File: src/rtl/inst_axi_rd_bridge.sv
// Fetch-side SRAM-like port to AXI read bridge: one-entry AR holding register, bounded outstanding count, registered R return.
// Optional macro INST_BRIDGE_PERF_EN adds request/stall performance counters.
module inst_axi_rd_bridge #(
    parameter int          MAX_OUTSTANDING = 2,
    parameter logic [3:0]  ARID_VAL        = 4'h0
) (
    input  logic        clk,
    input  logic        reset,
    input  logic        inst_sram_req,
    input  logic        inst_sram_wr,
    input  logic [1:0]  inst_sram_size,
    input  logic [3:0]  inst_sram_wstrb,
    input  logic [31:0] inst_sram_addr,
    input  logic [31:0] inst_sram_wdata,
    output logic        inst_sram_addr_ok,
    output logic        inst_sram_data_ok,
    output logic [31:0] inst_sram_rdata,
    output logic [3:0]  inst_rid,
    output logic        inst_bus_err,
    output logic        proto_err,
    output logic [3:0]  arid,
    output logic [31:0] araddr,
    output logic [7:0]  arlen,
    output logic [2:0]  arsize,
    output logic [1:0]  arburst,
    output logic [1:0]  arlock,
    output logic [3:0]  arcache,
    output logic [2:0]  arprot,
    output logic        arvalid,
    input  logic        arready,
    input  logic [3:0]  rid,
    input  logic [31:0] rdata,
    input  logic [1:0]  rresp,
    input  logic        rlast,
    input  logic        rvalid,
`ifdef INST_BRIDGE_PERF_EN
    output logic [31:0] perf_req_cnt,
    output logic [31:0] perf_stall_cnt,
`endif
    output logic        rready
);

    localparam int CW = $clog2(MAX_OUTSTANDING + 1);
    localparam logic [CW-1:0] MAX_C = CW'(MAX_OUTSTANDING);

    typedef enum logic {IDLE, AR_BUSY} state_t;

    state_t        state_q;
    logic          arvalid_q;
    logic [31:0]   araddr_q;
    logic [2:0]    arsize_q;
    logic [CW-1:0] out_q, out_d;
    logic          addr_ok;
    logic          beat;
    logic          dec;
    logic          data_ok_q;
    logic [31:0]   rdata_q;
    logic [3:0]    rid_q;
    logic          bus_err_q;
    logic          proto_err_q;
    logic          unused_inputs;

    // Write-side fetch signals and rlast carry no information for a single-beat read bridge.
    assign unused_inputs = ^{inst_sram_wr, inst_sram_wstrb, inst_sram_wdata, rlast};

    assign beat    = rvalid;
    assign dec     = beat && (out_q != '0);
    assign addr_ok = (state_q == IDLE) && inst_sram_req && (out_q < MAX_C);

    always_comb begin
        out_d = out_q;
        if (addr_ok && !dec)
            out_d = out_q + 1'b1;
        else if (!addr_ok && dec)
            out_d = out_q - 1'b1;
    end

    always_ff @(posedge clk or posedge reset) begin
        if (reset) begin
            state_q   <= IDLE;
            arvalid_q <= 1'b0;
            araddr_q  <= '0;
            arsize_q  <= '0;
        end else begin
            case (state_q)
                IDLE: begin
                    if (addr_ok) begin
                        araddr_q  <= inst_sram_addr;
                        arsize_q  <= {1'b0, inst_sram_size};
                        arvalid_q <= 1'b1;
                        state_q   <= AR_BUSY;
                    end
                end
                AR_BUSY: begin
                    if (arready) begin
                        arvalid_q <= 1'b0;
                        state_q   <= IDLE;
                    end
                end
                default: begin
                    arvalid_q <= 1'b0;
                    state_q   <= IDLE;
                end
            endcase
        end
    end

    // A beat with nothing outstanding is still forwarded; it only flags the protocol error.
    always_ff @(posedge clk or posedge reset) begin
        if (reset) begin
            out_q       <= '0;
            data_ok_q   <= 1'b0;
            rdata_q     <= '0;
            rid_q       <= '0;
            bus_err_q   <= 1'b0;
            proto_err_q <= 1'b0;
        end else begin
            out_q     <= out_d;
            data_ok_q <= beat;
            if (beat) begin
                rdata_q   <= rdata;
                rid_q     <= rid;
                bus_err_q <= (rresp != 2'b00);
                if (out_q == '0)
                    proto_err_q <= 1'b1;
            end
        end
    end

`ifdef INST_BRIDGE_PERF_EN
    logic [31:0] perf_req_q;
    logic [31:0] perf_stall_q;

    always_ff @(posedge clk or posedge reset) begin
        if (reset) begin
            perf_req_q   <= '0;
            perf_stall_q <= '0;
        end else begin
            if (addr_ok)
                perf_req_q <= perf_req_q + 32'd1;
            if (inst_sram_req && !addr_ok)
                perf_stall_q <= perf_stall_q + 32'd1;
        end
    end

    assign perf_req_cnt   = perf_req_q;
    assign perf_stall_cnt = perf_stall_q;
`endif

    assign inst_sram_addr_ok = addr_ok;
    assign inst_sram_data_ok = data_ok_q;
    assign inst_sram_rdata   = rdata_q;
    assign inst_rid          = rid_q;
    assign inst_bus_err      = bus_err_q;
    assign proto_err         = proto_err_q;
    assign arid              = ARID_VAL;
    assign araddr            = araddr_q;
    assign arlen             = 8'd0;
    assign arsize            = arsize_q;
    assign arburst           = 2'b01;
    assign arlock            = 2'b00;
    assign arcache           = 4'b0000;
    assign arprot            = 3'b000;
    assign arvalid           = arvalid_q;
    assign rready            = 1'b1;

endmodule
File: config.mk
export PLATFORM = sky130hd
export DESIGN_NAME = inst_axi_rd_bridge
export DESIGN_NICKNAME = d
export VERILOG_FILES = /design/src/rtl/inst_axi_rd_bridge.sv
export SDC_FILE = /design/constraint.sdc
export NUM_CORES = 1
export LEC_CHECK = 0
export CAP_MARGIN = 20
export CORE_ASPECT_RATIO = 0.9
export CORE_MARGIN = 1.5
export CORE_UTILIZATION = 36
export DETAILED_ROUTE_END_ITERATION = 8
export GPL_TIMING_DRIVEN = 0
export HOLD_SLACK_MARGIN = 0.03
export PLACE_DENSITY_LB_ADDON = 0.05
export SYNTH_ARGS = -nofsm -noshare
export SYNTH_HDL_FRONTEND = slang
export SYNTH_SLANG_ARGS = --single-unit
File: constraint.sdc
create_clock -name clk -period 3.1 [get_ports clk]
set_input_delay 0.62 -clock clk [delete_from_list [all_inputs] [get_ports clk]]
set_output_delay 0.62 -clock clk [all_outputs]
set_load 0.01 [all_outputs]
; ---- Word level (Yosys, flattened, before mapping)
; Index checks and enable logic that the tools add are counted.
[classes]
addsub = 2
order_cmp = 1
eq_ne = 2
n_mux = 8
bitwise = 1
n_reduce_logical = 14
[op_table]
columns = operator, n
row1 = 2-bit AND reduction, 3
row2 = 2-bit nonzero test, 3
row3 = 1-bit logical AND, 5
row4 = 1-bit two-way mux, 4
row5 = 2-bit two-way mux, 2
row6 = "2-bit inequality test, second input constant", 2
row7 = 1-bit one-hot mux with 2 select lines, 2
row8 = "2-bit by 1-bit adder with 2-bit output, second input constant", 1
row9 = 1-bit zero test, 2
row10 = 2-bit zero test, 1
row11 = "2-bit less-than comparator, second input constant", 1
row12 = "2-bit by 1-bit subtractor with 2-bit output, second input constant", 1
row13 = 1-bit NOT, 1
[word_totals]
regBits = 77
input_bits = 115
out_inout_bits = 100
wordCells = 38

; ---- Longest topological paths before layout
[depth]
depth_word = 7
depth_mapped = 7
ltp_nobuf = 5

; ---- Worst setup path after synthesis
; Ideal clock, no wire load.
[synth_timing]
path_type = input port to output port
start = input inst_sram_req
end = output inst_sram_addr_ok
arrival_time_ps = 1093
setup_slack_ps = 1387
path_stages = 3
path_buffers = 2
path_cell_list = nor3b_2 > buf_6 > buf_12
[synth_via]
elab_chain_len = 2
[synth_rtl]
columns = element, line_no
row1 = "start, declared", 9  ; input logic inst_sram_req,
row2 = 1-bit logical AND (2 in series), 68  ; assign addr_ok = (state_q == IDLE) && inst_sram_req && (out_q < MAX_C);
row3 = "end, declared", 15  ; output logic inst_sram_addr_ok,
; Every way passes these cells.

; ---- Worst setup path in the final report
; Ends and elaborated chain as after synthesis.

==> summary.md <==
| Metric | Value |
|---|---|
| Status | finished, final reports clean |
| Worst r2r src | out_q[1] |
| TritonCTS Sinks | 77 |
| Vias in the first global route | 2180 |
| Non-filler cells, final | 510 |
| Final hold violations | 0 |
| Count leader, synth | dfrtp_1 |
| Yosys warns | 0 |
| Die Area | 0.009534 mm^2 |
| GPL Wtd Cong | 0.7015 |
| Total grt overflow | 0 |
| Period utilisation layout | 0.9028 |
| Number of diodes | 0 |
| Worst path most repeated cell | clkdlybuf4s50_1 |
| Top_reg_cell synth | dfrtp_1 |
| Initial antenna violation count | 0 |
| Critical Path, Cell by Cell | clkdlybuf4s50_1 -> nor3b_2 -> buf_6 -> buf_12 -> clkdlybuf4s50_1 |
| Fillers | 723 |
| Top Ports | 215 |
| Post-Syn Instances | 200 |
| Slowest-stage cell, CP | clkdlybuf4s50_1 |
| Drt drc | 0 |
| Power per cell area | 740.3 mW/mm^2 |
| Skew-Pair Late Insertion Delay | 340 ps |
| Critical path type | input pin to primary output |
| Crit. End Element | primary output |
| H-tree depth | 3 |
| Max Fclk | 0.3573 GHz |
| Syn Std Cell Area | 0.003224 mm^2 |
| Syn Area/Cell | 16.12 um^2 |
| Total CTS buffers | 9 |
| Family with the most delay on the worst path | buffers and inverters |
| Final setup vio count | 0 |
| Post-synth EDFFs | 0 |
| Clock transition at path regs | 70 ps |
| Synth Register Bits | 77 |
| Wirelength, routed | 7.030 mm |
| DRT Pass-1 Iters | 4 |
| DP Wirelength | 5.228 mm |
| Hold path startpoint | proto_err |
| Max-Cap Viols | 0 |
| Routed Antenna Nets | 0 |
| WL/cell | 13.78 um |
| Area delta synth->final | 61.51% |
| Top cells by area, synth | dfrtp_1 (60%), mux2_2 (15%), mux2_4 (13%) |
| RSZ-0062 raised after global routing | false |
| Buffer count from post-CTS setup fixing | 0 |
| CTS tree | done |
| Register area share after synthesis | 0.5976 |
| Die width | 102.8 um |
| Clock root buffer | clkbuf_8 |
| Crit path max fanout | 11 |
| Worst Skew | 4.580 ps |
| Nets@finish | 502 |
| Num rows | 32 |
| Starting Density | 0.3728 |
| Longest Clk Path Bufs | 2 |
| Global Route Usage Sum | 0.1503 |
| Post-CTS resize count | 0 |
| Critical path data required time | 2480 ps |
| DR vias/cell | 4.182 |
| Mux contribution to synthesized area | 0.2771 |
| Crit path arrival time | 2180 ps |
| Die Ht | 92.78 um |
| Leakage power | 2.298 nW |
| Adder-cell area share of the yosys netlist | 0.003880 |
| Layout cell share with drive strength beyond 1 | 0.3095 |
| Post-layout util | 0.6021 |
| Total power | 3.855 mW |
| DR vias | 2133 |
| Max stage delay on crit path | 540 ps |
| Core ar. | 0.008648 mm^2 |
| Largest family of logic cells by synthesized area | multiplexers |
| Crit path from | inst_sram_req |
| Hold_buf cts | 0 |
| Synth cell count leaders | dfrtp_1 (77), mux2_2 (42), mux2_4 (28), buf_4 (25) |
| Hold Crit Class | flop to flop |
| Largest area contributor in the netlist | dfrtp_1 |
| Synth Area in Compound Gates | 0.01242 |
| CP Buf/Inv Count | 4 |
| # port buffers | 151 |
| DRT iter0 DRCs | 60 |
| Post-Synth XOR/XNOR Area | 0.008149 |
| Post-layout min period | 2799 ps |
| Synth cell types | 19 |
| Placed cell count | 494 |
| Pin count of the biggest net entering global routing | 53 |
| Simple-Gate Fraction of Synth Area | 0.008537 |
| CP startpoint kind | input pin |
| Async SR Flop Fraction | 1.000 |
| Global-route wire length before repair | 10.81 mm |
| Max-slew violation count | 0 |
| Max VDD drop | 0.2731 mV |
| Post-synth top area share | 0.5976 |
per-stage QoR:
stage,area (um^2),worst slack [ps],hold slack (ps),TNS [ps]
after global placement,4971,-899.1,441.4,-68960
after CTS,5207,284.9,464.2,0
after detailed placement,5001,310.3,448.0,0
after floorplan,3311,513.3,456.8,0
final,5207,301.4,458.8,0
after global routing,5207,225.7,482.0,0
path summary, 6_finish.rpt:
kind / to / slack [ps] / cells after the start
max: inst_sram_addr_ok / 300 / 5
min: proto_err / 460 / 1
max reg2reg: out_q[1] / 1510 / 7
min reg2reg: proto_err / 460 / 1
max in group asynchronous: proto_err / 1930 / 3
min in group asynchronous: inst_sram_rdata[9] / 600 / 2
final cells by class:
class                   count  area, um^2  share of cell area
well taps                 119       148.9             0.02859
clock inverters             5       75.07             0.01442
repair buffers            152        1539              0.2955
multi-input cells         110        1094              0.2100
clock buffers              11       131.4             0.02523
flip-flops and latches     77        1927              0.3700
inverters                   3       13.76            0.002643
plain buffers              33       279.0             0.05358
cells in the final DEF, fill, tap and decap left out:
cell type,count
o2bb2ai_1,1
buf_2,4
clkbuf_1,2
buf_4,25
conb_1,25
a21o_2,1
inv_1,2
nor3b_2,1
a21o_1,1
bufinv_16,2
mux2_4,28
buf_12,3
a21oi_1,2
buf_6,1
mux2_2,42
xor2_1,1
clkbuf_8,9
ha_1,1
nor2_1,4
clkdlybuf4s50_1,151
xnor2_1,2
o21ai_0,1
buf_16,1
dfrtp_1,77
clkinv_2,3
inv_4,1
sequential cells by signal, summed over array words and instances, names as in the netlist:
name / count
araddr: 32
arsize: 2
arvalid: 1
inst_bus_err: 1
inst_rid: 4
inst_sram_data_ok: 1
inst_sram_rdata: 32
out_q: 2
proto_err: 1
state_q: 1
where the power goes:
| part | switching (mW) | internal, mW |
|---|---|---|
| Combinational | 0.523 | 1.06 |
| Sequential | 0.161 | 1.31 |
| Clock | 0.348 | 0.450 |
| Total | 1.03 | 2.82 |
logic make-up (layout without fill, tap and decap cells):
family	Yosys count	after routing
adder cells (fa/ha/maj)	1	1
AO/OA/AOI/OAI	6	6
buffers and inverters	36	204
XOR/XNOR	3	3
multiplexers	70	70
AND/OR/NAND/NOR	5	5
other	2	25
flip-flops	77	77
routing by layer:
metal  wire length, um  share of wire  global-route usage  up-vias
li1                  -              -                   -     1002
met1              2906           0.41              0.1807     1022
met5                 0              0                   0        -
met3               698          0.099             0.06415        7
met2              3350           0.48              0.2384      102
met4                74          0.011             0.05743        0
Note: power is estimated with default switching activity, not from simulation.
